===== src/rtl/knn_pkg.sv =====
// rtl/knn_pkg.sv - shared widths and bridge state encoding for the SDRAM access path
package knn_pkg;

    localparam int KNN_W      = 16;
    localparam int KNN_ADDR_W = 25;

    typedef enum logic [1:0] {
        IDLE     = 2'd0,
        WR_ISSUE = 2'd1,
        RD_ISSUE = 2'd2,
        RD_WAIT  = 2'd3
    } bridge_state_e;

endpackage


===== src/rtl/bridge_fifo.sv =====
// rtl/bridge_fifo.sv - posted-write FIFO, head word visible on dout while non-empty
module bridge_fifo
    import knn_pkg::*;
#(
    parameter int WIDTH = KNN_W + KNN_ADDR_W,
    parameter int DEPTH = 8
) (
    input  logic                     clk,
    input  logic                     rst,
    input  logic                     push,
    input  logic                     pop,
    input  logic [WIDTH-1:0]         din,
    output logic [WIDTH-1:0]         dout,
    output logic                     empty,
    output logic                     full,
    output logic [$clog2(DEPTH):0]   count
);

    localparam int PTR_W = $clog2(DEPTH);

    logic [WIDTH-1:0] mem_q [DEPTH];
    logic [WIDTH-1:0] mem_d [DEPTH];
    logic [PTR_W-1:0] wr_ptr_q, wr_ptr_d;
    logic [PTR_W-1:0] rd_ptr_q, rd_ptr_d;
    logic [PTR_W:0]   count_q, count_d;
    logic             do_push, do_pop;

    assign empty   = (count_q == '0);
    assign full    = (count_q == (PTR_W+1)'(DEPTH));
    assign do_pop  = pop && !empty;
    // A pop frees the slot this same cycle, so a full FIFO still takes a push.
    assign do_push = push && (!full || do_pop);
    assign dout    = mem_q[rd_ptr_q];
    assign count   = count_q;

    always_comb begin
        mem_d    = mem_q;
        wr_ptr_d = wr_ptr_q;
        rd_ptr_d = rd_ptr_q;
        count_d  = count_q;
        if (do_push) begin
            mem_d[wr_ptr_q] = din;
            wr_ptr_d        = wr_ptr_q + PTR_W'(1);
        end
        if (do_pop) begin
            rd_ptr_d = rd_ptr_q + PTR_W'(1);
        end
        if (do_push && !do_pop) begin
            count_d = count_q + (PTR_W+1)'(1);
        end else if (do_pop && !do_push) begin
            count_d = count_q - (PTR_W+1)'(1);
        end
    end

    always_ff @(posedge clk) begin
        if (rst) begin
            wr_ptr_q <= '0;
            rd_ptr_q <= '0;
            count_q  <= '0;
        end else begin
            wr_ptr_q <= wr_ptr_d;
            rd_ptr_q <= rd_ptr_d;
            count_q  <= count_d;
        end
    end

    always_ff @(posedge clk) begin
        mem_q <= mem_d;
    end

endmodule


===== src/rtl/sdram_access_bridge.sv =====
// rtl/sdram_access_bridge.sv - strobe-to-Avalon-MM bridge with posted writes and ordered single reads
module sdram_access_bridge
    import knn_pkg::*;
#(
    parameter int W          = KNN_W,
    parameter int ADDR_W     = KNN_ADDR_W,
    parameter int FIFO_DEPTH = 8,
    parameter int RD_TIMEOUT = 255
) (
    input  logic              clk,
    input  logic              rst,
    input  logic              write,
    input  logic [ADDR_W-1:0] writeaddress,
    input  logic [W-1:0]      writedata,
    input  logic              read,
    input  logic [ADDR_W-1:0] readaddress,
    output logic [W-1:0]      readdata,
    output logic              read_valid,
    output logic              busy,
    output logic              error,
    output logic [ADDR_W-1:0] avm_address,
    output logic              avm_write,
    output logic [W-1:0]      avm_writedata,
    output logic [W/8-1:0]    avm_byteenable,
    output logic              avm_read,
    input  logic              avm_waitrequest,
    input  logic [W-1:0]      avm_readdata,
    input  logic              avm_readdatavalid
);

    localparam int FW    = ADDR_W + W;
    localparam int CNT_W = $clog2(FIFO_DEPTH) + 1;
    localparam int TMO_W = $clog2(RD_TIMEOUT + 1);

    logic             fifo_push, fifo_pop, fifo_empty, fifo_full;
    logic [FW-1:0]    fifo_dout;
    logic [CNT_W-1:0] fifo_count;

    bridge_state_e     state_q, state_d;
    logic [ADDR_W-1:0] avm_address_q, avm_address_d;
    logic [W-1:0]      avm_writedata_q, avm_writedata_d;
    logic              avm_write_q, avm_write_d;
    logic              avm_read_q, avm_read_d;
    logic [ADDR_W-1:0] rd_addr_q, rd_addr_d;
    logic              pend_q, pend_d;
    logic [W-1:0]      readdata_q, readdata_d;
    logic              read_valid_q, read_valid_d;
    logic              error_q, error_d;
    logic [TMO_W-1:0]  tmo_q, tmo_d;

    assign fifo_pop  = (state_q == WR_ISSUE) && !avm_waitrequest;
    assign fifo_push = write && (!fifo_full || fifo_pop);

    bridge_fifo #(
        .WIDTH (FW),
        .DEPTH (FIFO_DEPTH)
    ) u_fifo (
        .clk   (clk),
        .rst   (rst),
        .push  (fifo_push),
        .pop   (fifo_pop),
        .din   ({writeaddress, writedata}),
        .dout  (fifo_dout),
        .empty (fifo_empty),
        .full  (fifo_full),
        .count (fifo_count)
    );

    always_comb begin
        state_d         = state_q;
        avm_address_d   = avm_address_q;
        avm_writedata_d = avm_writedata_q;
        avm_write_d     = avm_write_q;
        avm_read_d      = avm_read_q;
        rd_addr_d       = rd_addr_q;
        pend_d          = pend_q;
        readdata_d      = readdata_q;
        read_valid_d    = 1'b0;
        tmo_d           = tmo_q;
        error_d         = error_q | (write && !fifo_push) | (read && pend_q);

        if (read && !pend_q) begin
            pend_d    = 1'b1;
            rd_addr_d = readaddress;
        end

        case (state_q)
            IDLE: begin
                // Writes win so a pending read always observes every queued write.
                if (!fifo_empty) begin
                    state_d         = WR_ISSUE;
                    avm_write_d     = 1'b1;
                    avm_address_d   = fifo_dout[FW-1:W];
                    avm_writedata_d = fifo_dout[W-1:0];
                end else if (pend_q) begin
                    state_d       = RD_ISSUE;
                    avm_read_d    = 1'b1;
                    avm_address_d = rd_addr_q;
                end
            end
            WR_ISSUE: begin
                if (!avm_waitrequest) begin
                    avm_write_d = 1'b0;
                    state_d     = IDLE;
                end
            end
            RD_ISSUE: begin
                if (!avm_waitrequest) begin
                    avm_read_d = 1'b0;
                    tmo_d      = '0;
                    state_d    = RD_WAIT;
                end
            end
            RD_WAIT: begin
                if (avm_readdatavalid) begin
                    readdata_d   = avm_readdata;
                    read_valid_d = 1'b1;
                    pend_d       = 1'b0;
                    state_d      = IDLE;
                end else if (tmo_q == TMO_W'(RD_TIMEOUT - 1)) begin
                    readdata_d   = '0;
                    read_valid_d = 1'b1;
                    error_d      = 1'b1;
                    pend_d       = 1'b0;
                    state_d      = IDLE;
                end else begin
                    tmo_d = tmo_q + TMO_W'(1);
                end
            end
            default: state_d = IDLE;
        endcase
    end

    always_ff @(posedge clk) begin
        if (rst) begin
            state_q         <= IDLE;
            avm_address_q   <= '0;
            avm_writedata_q <= '0;
            avm_write_q     <= 1'b0;
            avm_read_q      <= 1'b0;
            rd_addr_q       <= '0;
            pend_q          <= 1'b0;
            readdata_q      <= '0;
            read_valid_q    <= 1'b0;
            error_q         <= 1'b0;
            tmo_q           <= '0;
        end else begin
            state_q         <= state_d;
            avm_address_q   <= avm_address_d;
            avm_writedata_q <= avm_writedata_d;
            avm_write_q     <= avm_write_d;
            avm_read_q      <= avm_read_d;
            rd_addr_q       <= rd_addr_d;
            pend_q          <= pend_d;
            readdata_q      <= readdata_d;
            read_valid_q    <= read_valid_d;
            error_q         <= error_d;
            tmo_q           <= tmo_d;
        end
    end

    assign readdata       = readdata_q;
    assign read_valid     = read_valid_q;
    assign error          = error_q;
    assign avm_address    = avm_address_q;
    assign avm_writedata  = avm_writedata_q;
    assign avm_write      = avm_write_q;
    assign avm_read       = avm_read_q;
    assign avm_byteenable = '1;
    assign busy           = (fifo_count != '0) || pend_q || (state_q != IDLE);

endmodule


===== config.mk =====
export PLATFORM = sky130hd
export DESIGN_NAME = sdram_access_bridge
export DESIGN_NICKNAME = d
export VERILOG_FILES = /design/src/rtl/knn_pkg.sv /design/src/rtl/bridge_fifo.sv /design/src/rtl/sdram_access_bridge.sv
export SDC_FILE = /design/constraint.sdc
export NUM_CORES = 1
export LEC_CHECK = 0
export CAP_MARGIN = 20
export CELL_PAD_IN_SITES_DETAIL_PLACEMENT = 1
export CELL_PAD_IN_SITES_GLOBAL_PLACEMENT = 2
export CORE_MARGIN = 3
export CORE_UTILIZATION = 38
export DETAILED_ROUTE_END_ITERATION = 10
export PLACE_DENSITY_LB_ADDON = 0.1
export SYNTH_ARGS = -nofsm -noshare
export SYNTH_HDL_FRONTEND = slang
export SYNTH_SLANG_ARGS = --single-unit

===== constraint.sdc =====
create_clock -name clk -period 5.85 [get_ports clk]
set_input_delay 1.17 -clock clk [delete_from_list [all_inputs] [get_ports clk]]
set_output_delay 1.17 -clock clk [all_outputs]
set_load 0.01 [all_outputs]

==> run_results.csv, run 1 <==
group,metric,value,unit
run_status,status,"completed",
synthesis,synth_cell_type_count,54,
synthesis,synth.top_cells.by_area,"edfxtp_1, dfxtp_1, mux2i_1, mux4_2, nand2_1",
drt,top_layer,"met5",
sta,fin_tns_setup,0,ns
floorplanning,num_rows,76,
global_route,grt_pass1_vias,10409,
clocking,postCtsHoldBufs,0,
placement,dp_hpwl,25700,microns
min_path,hp-class,"reg2reg",
global_route,grt_antenna_before_repair,1,
critical_path,critical-path-slowest-cell,"nor3b_1",
critical_path,rr_worst_depth,10,
drt,wl_met1,19000,microns
critical_path,crit_buf_inv,3,
floorplanning,dieArea,0.0471,sq mm
drt,vias,9722,
sta,rsz0062_at_grt,"false",
synthesis,synth_largest_area_cell,"edfxtp_1",
placement,place_congestion,0.722,
clocking,cts_tree,"done",
final_layout,antennaDiodeCount,0,
min_path,hold_depth,2,
drt,drc,0,
critical_path,r2r_setup_slack,2.48,ns
clocking,cts_htree_levels,2,
drt,drt_wl_total,41500,microns
critical_path,crit_chain,"clkdlybuf4s50_1 > nor3b_1 > o21ai_2 > inv_1 > ha_1 > inv_1 > ha_1 > a21oi_1 > a211oi_1 > a31oi_1 > mux2_2",
floorplanning,die_x,217,microns
clocking,clock-root-buffer,"clkbuf_16",
run,maxCapViolations,0,
critical_path,crit_type,"in2reg",
sta,skew,0.0181,ns
drt,drt-initial-drc-count,636,
critical_path,crit_fanout,6,
final_layout,area_growth,22.4,%
global_route,grt_pass1_wl,63600,microns
sta,tightest_slew,1.10,ns
drt,wire_per_inst,22.3,microns
sta,finalHoldViolations,0,
drt,wl_met3,1760,microns
synthesis,yosysTopAreaCellShare,58.2,%
synthesis,syn_inst,1086,
synthesis,synth-seq-area-share,70.9,%
pwr,power,8900,uW
sta,period_needed,3.84,ns
clocking,cts_setup_buffers,0,
final_layout,multi_input_area,0.00464,sq mm
sta,relSlewSlack,26.2,%
drt,viasPerCell,5.22,
placement,port-buffer-count,149,
floorplanning,die_h,217,microns
global_route,grt_max_degree,50,
synthesis,ys_warn_count,0,
pwr,ir_drop,0.312,mV
min_path,min_to,"rd_addr_q[0]",
final_layout,n_fill_cell,4272,
synthesis,ys.flop_type,"edfxtp_1",
floorplanning,initial_core_util,38.9,%
final_layout,layout-drive-gt1-share,14.2,%
placement,place_area,0.0191,sq mm
critical_path,cp-start-kind,"input port",
final_layout,stdcell_area,0.0207,sq mm
critical_path,crit_family,"buffers and inverters",
floorplanning,core,0.0436,sq mm
synthesis,syn_area,0.0169,sq mm
floorplanning,io_pins,152,
drt,dr.pass1.iters,5,
clocking,cts_buffer_depth,3,
synthesis,synth_edf_count,328,
clocking,cts_resized,0,
synthesis,async_flop_share,0,%
clocking,cts_buffers,47,
critical_path,cp_slowest_stage_delay,0.65,ns
sta,fmax,0.261,GHz
critical_path,cp-end-kind,"flip-flop",
pwr,p_leak,0.00656,uW
synthesis,ys_seq_elements,435,
drt,drt.antenna.violating_nets,0,
global_route,overflow,0,
critical_path,required,6.31,ns
critical_path,r2r-start,"state_q[0]",
sta,fin_crit_sh,65.6,%
drt,wl_met2,20200,microns
sta,slew_violations,0,
synthesis,syn_avg_cell_area,15.6,sq um
final_layout,seqCellArea,0.0120,sq mm
pwr,power_density,430,mW/mm^2
final_layout,fin_nets,1334,
clocking,clkSinkCount,435,
min_path,worstHoldStart,"rd_addr_q[0]",
sta,setup_viol,0,
global_route,grt_use_total,17.6,%
critical_path,r2r-end,"u_fifo.count[3]",
critical_path,crit_arrival,4.29,ns
critical_path,cp-startpoint,"avm_waitrequest",
clocking,clk_pin_slew,0.05,ns
clocking,insertion_delay,0.59,ns
==> worst min-delay path: stages, from the launching register on <==
cell and delay (ns):
dfxtp_1 0.30, nand2_1 0.05, a21oi_1 0.05
==> stage by stage <==
| step | worst slack (ns) | utilization [%] | hold WS (ns) | instances |
|---|---|---|---|---|
| floorplan | 0.464 | - | 0.433 | 1087 |
| global placement | 1.48 | 43.9 | 0.443 | 1774 |
| detailed placement | 1.45 | 43.9 | 0.445 | 1774 |
| CTS | 2.06 | 47.5 | 0.452 | 1862 |
| global route | 1.77 | 47.5 | 0.479 | 1862 |
| finish | 2.01 | 47.5 | 0.452 | 1862 |
==> cell type report <==
class	instances	share of cell area (%)
clock inverters	15	0.973
multi-input cells	578	22.4
inverters	7	0.127
flip-flops and latches	435	58.0
repair buffers	169	8.22
well taps	585	3.53
clock buffers	73	6.78
==> cell families after synthesis <==
| group | synth area share, % |
|---|---|
| AO/OA/AOI/OAI | 8.33 |
| XOR/XNOR | 0.311 |
| adder cells (fa/ha/maj) | 0.636 |
| buffers and inverters | 2.15 |
| other | 0.0222 |
| AND/OR/NAND/NOR | 5.89 |
| flip-flops | 70.9 |
| multiplexers | 11.8 |
==> layout by cell type, fill, tap and decap left out, types with 5 or more instances in the layout <==
master,count
a211oi_1,17
a21oi_1,53
a221oi_2,13
a22o_1,16
a22oi_1,18
a2bb2oi_1,9
a32oi_1,13
buf_12,5
buf_4,16
clkbuf_1,13
clkbuf_16,47
clkbuf_8,13
clkdlybuf4s50_1,148
clkinv_2,5
dfxtp_1,104
edfxtp_1,328
ha_1,7
inv_1,7
mux2_2,15
mux2i_1,97
mux4_2,38
nand2_1,82
nand2b_1,22
nand3_1,18
nor2_1,56
nor3_2,5
o21ai_0,27
o22ai_1,13
==> metal layers <==
metal,vias up,GRT usage [%]
met1,4992,24.0
met4,2,3.65
li1,4521,-
met3,45,3.63
met5,-,0
met2,162,29.4
==> cells in the mapped netlist, types with 3 or more instances <==
library cell	number
a211o_1	3
a211oi_1	17
a21oi_1	53
a221oi_2	13
a22o_1	16
a22oi_1	18
a2bb2oi_1	9
a32oi_1	13
buf_1	6
buf_2	15
buf_4	12
buf_6	3
clkbuf_1	31
dfxtp_1	107
edfxtp_1	328
ha_1	7
inv_1	7
mux2_2	15
mux2i_1	97
mux4_2	38
nand2_1	82
nand2b_1	22
nand3_1	18
nor2_1	59
nor2b_1	4
nor3_1	8
nor4_1	5
o21ai_0	27
o22ai_1	13
o31ai_1	4
or3_1	4
xor2_1	4
==> flip-flops by register name (all words and copies together), names as in the netlist, 2 cells and up <==
name and flops:
u_fifo.mem_q 328, avm_address 25, rd_addr_q 25, avm_writedata 16, readdata 16, tmo_q 8
u_fifo.count 4, u_fifo.rd_ptr_q 3, u_fifo.wr_ptr_q 3, state_q 2
==> power breakdown <==
| part | switching (uW) | total [uW] | leakage, uW | internal (uW) |
|---|---|---|---|---|
| logic | 1120 | 2010 | 0.00193 | 889 |
| registers | 231 | 3880 | 0.00386 | 3650 |
| clock network | 1220 | 3010 | 0.000777 | 1790 |
| total | 2570 | 8900 | 0.00656 | 6330 |
==> how the worst max path moves through the flow <==
stage                                    to  slack (ns)  depth (start not counted)
final                       u_fifo.count[3]        2.01                         11
after global routing        u_fifo.count[3]        1.77                         11
after CTS                   u_fifo.count[3]        2.06                         11
after detailed placement   u_fifo.mem_q[13]        1.45                          7
after global placement      u_fifo.count[3]        1.48                         11
after floorplan           u_fifo.mem_q[123]        0.46                          5
No activity file was read; power rests on OpenSTA's default activity.
==> run 2, diff against run 1 <==
- CORE_UTILIZATION: 38 -> 42
- clock period: 5.85 -> 3.55 ns (I/O delays scaled with it)
==> run 2 against run 1 <==
- cell area increased by 0.30%
- sequential share of layout area is 0.17 points lower
- die area shrank 9.3%
- global-route usage increased by 1.8 points
- routed wire length down 1.9%
- critical path depth down 8
==> run_results.csv, run 2 (synthesis results as in run 1) <==
group,metric,value,unit
pwr,ir_drop,0.415,mV
critical_path,cp-end-kind,"output pin",
floorplanning,die_h,207,microns
global_route,grt_pass1_wl,62800,microns
final_layout,top_register,"u_fifo.mem_q",
clocking,postCtsHoldBufs,0,
final_layout,area_growth,22.7,%
floorplanning,core,0.0392,sq mm
critical_path,cp_slowest_stage_delay,0.62,ns
drt,drt-initial-drc-count,600,
final_layout,final_cell_mix,"edfxtp_1, clkdlybuf4s50_1, dfxtp_1",
critical_path,crit_type,"reg2out",
floorplanning,io_pins,152,
drt,vias,9894,
floorplanning,num_rows,72,
drt,dr.pass1.iters,5,
critical_path,r2r_setup_slack,0.56,ns
drt,drt_wl_total,40800,microns
floorplanning,dieArea,0.0427,sq mm
global_route,overflow,0,
clocking,cts_buffers,46,
global_route,grt_antenna_before_repair,1,
clocking,insertion_delay,0.58,ns
pwr,p_leak,0.00666,uW
drt,viasPerCell,5.46,
pwr,power_density,708,mW/mm^2
final_layout,largest_reg_flops,328,
final_layout,final_common_cell,"edfxtp_1",
global_route,grt_max_degree,57,
sta,finalHoldViolations,0,
drt,drt.antenna.violating_nets,0,
sta,skew,0.0223,ns
clocking,cts_buffer_depth,3,
clocking,cts_tree,"done",
floorplanning,initial_core_util,43.2,%
floorplanning,die_x,207,microns
final_layout,seqCellArea,0.0120,sq mm
run_status,status,"completed",
clocking,cts_htree_levels,2,
clocking,clkSinkCount,435,
sta,relSlewSlack,41.1,%
drt,drc,0,
placement,dp_worst_setup_slack,0.246,ns
sta,setup_viol,0,
sta,fin_ws,0.540,ns
critical_path,crit_arrival,2.30,ns
critical_path,rr_worst_depth,10,
critical_path,critical-path-slowest-cell,"nor4_2",
critical_path,r2r-end,"u_fifo.count[3]",
critical_path,crit_fanout,6,
min_path,worstHoldStart,"rd_addr_q[1]",
clocking,cts_setup_buffers,0,
global_route,grt_pass1_vias,10472,
critical_path,r2r-start,"u_fifo.count[0]",
critical_path,required,2.84,ns
min_path,hold_depth,2,
final_layout,stdcell_area,0.0208,sq mm
min_path,hp-class,"reg2reg",
placement,port-buffer-count,149,
min_path,min_to,"rd_addr_q[1]",
placement,dp_hpwl,25400,microns
placement,place_congestion,0.754,
critical_path,cp-start-kind,"flip-flop",
sta,period_needed,3.01,ns
placement,place_area,0.0192,sq mm
final_layout,layout-drive-gt1-share,14.9,%
final_layout,n_fill_cell,3750,
sta,slew_violations,0,
sta,tightest_slew,0.881,ns
critical_path,crit_chain,"nor4_2 > nand3b_1 > clkdlybuf4s50_1",
clocking,cts_resized,0,
run,maxCapViolations,0,
final_layout,multi_input_area,0.00464,sq mm
sta,fmax,0.332,GHz
final_layout,antennaDiodeCount,0,
clocking,clock-root-buffer,"clkbuf_16",
sta,fin_crit_sh,84.8,%
sta,rsz0062_at_grt,"false",
final_layout,fin_nets,1351,
drt,wire_per_inst,22.5,microns
clocking,clk_pin_slew,0.06,ns
global_route,grt_use_total,19.4,%
run 2: changes by cell type in the layout (fill, tap and decap cells not counted), sizes merged:
cell and delta:
bufinv +4, buf +18, clkinvlp -3, clkbuf -8, clkinv +4, inv +1
run 2: final cells by class:
type,instances,area share (%)
Sequential cell,435,57.8
Multi-Input combinational cell,578,22.3
Timing Repair Buffer,187,8.98
Clock buffer,65,6.23
Tap cell,518,3.12
Clock inverter,21,1.42
Inverter,7,0.127
run 2: worst max-delay path: cells and delay by family (launching register included):
kind | cells | cell delay [ns]
buffers and inverters | 1 | 0.53
and+or+nand+nor | 2 | 0.82
DFF | 1 | 0.39
run 2: how the worst max path moves through the flow:
| stage | startpoint | endpoint | slack [ns] | cells past startpoint |
|---|---|---|---|---|
| 6_report | u_fifo.count[0] | busy | 0.54 | 3 |
| 5_1_grt | u_fifo.count[0] | u_fifo.count[3] | 0.35 | 10 |
| 4_1_cts | u_fifo.count[0] | busy | 0.51 | 3 |
| 3_5_place_dp | avm_waitrequest | u_fifo.count[3] | 0.25 | 12 |
| 3_3_place_gp | avm_waitrequest | u_fifo.count[3] | 0.24 | 12 |
| 2_1_floorplan | avm_waitrequest | u_fifo.mem_q[205] | -1.21 | 3 |
run 2: where the power goes:
| part | leakage, uW | internal (uW) | switching [uW] |
|---|---|---|---|
| clock network | 0.000781 | 3060 | 1930 |
| registers | 0.00386 | 6010 | 339 |
| logic | 0.00202 | 1490 | 1880 |
| total | 0.00666 | 10600 | 4150 |
run 2: per-stage QoR:
stage	setup TNS, ns	total power, uW	hold slack (ns)	cells	util [%]
floorplan	-171.04	8490	0.433	1087	-
global placement	0	9810	0.441	1724	48.9
detailed placement	0	9880	0.447	1725	48.9
CTS	0	14900	0.455	1811	53.0
global route	0	15500	0.474	1811	53.0
finish	0	14700	0.451	1811	53.0
run 2: per-layer routing:
layer / share of wire (%) / GRT usage (%)
met5: 0.049 / 0
met4: 1.8 / 5.10
met3: 4.4 / 3.14
met2: 47 / 31.0
met1: 47 / 28.0
==> run 3, diff against run 2 <==
- clock period: 3.55 -> 2.85 ns (I/O delays scaled with it)
==> run 3 against run 2 <==
- final cell count rose by 1.2%
- worst setup slack got worse by 0.37 ns
- via count rose by 0.42%
- largest power group unchanged
- core utilization rose by 0.55 points
==> run_results.csv, run 3 (synthesis results as in run 1) <==
group,metric,value,unit
global_route,grt_pass1_wl,64200,microns
floorplanning,num_rows,72,
critical_path,critical-path-slowest-cell,"clkdlybuf4s50_1",
drt,wire_per_inst,22.9,microns
final_layout,n_fill_cell,3726,
drt,drt.antenna.violating_nets,0,
global_route,grt_antenna_before_repair,0,
pwr,p_sw_share,29.3,%
floorplanning,die_h,207,microns
sta,fmax,0.374,GHz
run,maxCapViolations,0,
min_path,min_to,"error",
pwr,p_int,12900,uW
pwr,p_leak,0.00674,uW
sta,setup_viol,0,
pwr,power_density,872,mW/mm^2
global_route,overflow,0,
pwr,combPwrFrac,24.7,%
clocking,cts_buffers,47,
clocking,clkSinkCount,435,
critical_path,r2r_setup_slack,0.23,ns
clocking,clock-root-buffer,"clkbuf_16",
drt,viasPerCell,5.42,
floorplanning,initial_core_util,43.2,%
drt,drc,0,
floorplanning,core,0.0392,sq mm
final_layout,stdcell_area,0.0210,sq mm
pwr,power,18300,uW
floorplanning,io_pins,152,
critical_path,r2r-end,"u_fifo.count[3]",
clocking,clk_pin_slew,0.06,ns
clocking,cts_htree_levels,2,
sta,rsz0062_at_grt,"false",
critical_path,crit_fanout,5,
clocking,postCtsHoldBufs,0,
clocking,cts_buffer_depth,3,
placement,place_congestion,0.732,
placement,place_area,0.0195,sq mm
sta,slew_violations,0,
min_path,hold_depth,2,
critical_path,cp_slowest_stage_delay,0.51,ns
drt,dr.pass1.iters,4,
global_route,grt_max_degree,63,
final_layout,largest_reg_flops,328,
min_path,hp-class,"in2reg",
critical_path,cp-end-kind,"output pin",
critical_path,crit_type,"reg2out",
drt,drt-initial-drc-count,540,
clocking,cts_tree,"done",
pwr,pwr-share-seq,43.1,%
critical_path,r2r-start,"u_fifo.count[2]",
critical_path,crit_chain,"buf_4 > nor4_4 > nand3b_1 > clkdlybuf4s50_1",
global_route,grt_pass1_vias,10590,
run_status,status,"completed",
global_route,grt_use_total,19.9,%
critical_path,required,2.28,ns
final_layout,top_register,"u_fifo.mem_q",
clocking,insertion_delay,0.59,ns
final_layout,layout-drive-gt1-share,16.1,%
critical_path,cp-start-kind,"flip-flop",
final_layout,fin_nets,1371,
final_layout,final_cell_mix,"edfxtp_1, clkdlybuf4s50_1, dfxtp_1",
placement,dp_hpwl,25700,microns
critical_path,rr_worst_depth,10,
sta,fin_hold_ws,0.379,ns
pwr,power_frac_clock,32.3,%
drt,vias,9936,
sta,tightest_slew,0.827,ns
critical_path,crit_arrival,2.11,ns
sta,fin_crit_sh,93.9,%
pwr,p_switching,5360,uW
drt,drt_wl_total,42000,microns
final_layout,area_growth,24.0,%
sta,skew,0.0168,ns
final_layout,final_util,53.6,%
pwr,ir_drop,0.528,mV
floorplanning,dieArea,0.0427,sq mm
sta,finalHoldViolations,0,
sta,relSlewSlack,44.6,%
min_path,worstHoldStart,"rst",
floorplanning,die_x,207,microns
placement,port-buffer-count,149,
final_layout,antennaDiodeCount,0,
sta,period_needed,2.68,ns
final_layout,final_common_cell,"edfxtp_1",
## run 3: cell types whose count changed in the layout (fill, tap and decap cells not counted), moves of 3 or more
cell	change
buf_12	+10
buf_4	+10
clkinv_1	+9
clkbuf_8	-5
bufinv_16	-3
clkbuf_1	-3
clkinv_2	+3
nor3_2	-3
nor3_4	+3
## run 3: worst max path at each step
stage | from | to | slack (ns) | cells after the start
5_1_grt | u_fifo.count[2] | u_fifo.count[3] | 0.06 | 10
2_1_floorplan | avm_waitrequest | u_fifo.mem_q[164] | -0.24 | 3
6_report | u_fifo.count[0] | busy | 0.17 | 4
3_3_place_gp | avm_waitrequest | u_fifo.count[3] | -0.12 | 12
4_1_cts | u_fifo.count[2] | u_fifo.count[3] | 0.03 | 11
3_5_place_dp | avm_waitrequest | u_fifo.count[3] | -0.25 | 11
## run 3: per-stage QoR
| step | setup TNS (ns) | cells | setup slack, ns |
|---|---|---|---|
| floorplan | -29.81 | 1087 | -0.241 |
| global placement | -0.141 | 1742 | -0.122 |
| detailed placement | -0.389 | 1743 | -0.246 |
| CTS | 0 | 1832 | 0.0282 |
| global route | 0 | 1832 | 0.0635 |
| finish | 0 | 1832 | 0.173 |
## run 3: power groups by stage
| stage | registers [uW] | clock network (uW) | logic (uW) |
|---|---|---|---|
| 2_1_floorplan | 8030 | 0 | 2550 |
| 3_3_place_gp | 7980 | 0 | 4460 |
| 3_5_place_dp | 8010 | 0 | 4550 |
| 4_1_cts | 7890 | 6060 | 4580 |
| 5_1_grt | 7950 | 6340 | 4950 |
| 6_report | 7880 | 5900 | 4520 |
## run 3: cell type report
class	count	area (sq um)	share of cell area (%)
Multi-Input combinational cell	578	4690	22.3
Clock buffer	57	1210	5.78
Inverter	7	26.3	0.125
Clock inverter	31	279	1.33
Timing Repair Buffer	206	2130	10.1
Sequential cell	435	12000	57.2
Tap cell	518	648	3.09
## run 3: layer usage
metal	vias up	wire length [microns]	share of wire, %	track usage, %
li1	4588	-	-	-
met1	5118	19600	47	28.2
met2	180	20000	48	32.5
met3	50	1600	3.8	3.12
met4	0	726	1.7	5.32
met5	-	0	0	0
## run 3: critical path: cells and delay by family, from the launching register on
| kind | cells | cell delay (ns) |
|---|---|---|
| flops | 1 | 0.31 |
| simple gates | 2 | 0.57 |
| buf+inv | 2 | 0.67 |
## run 3: repair_timing
item	4_1_cts	5_1_grt
endpoints found under the setup margin	2	1
pin swaps	1	0
buffers inserted	1	0
gates resized for setup	3	1
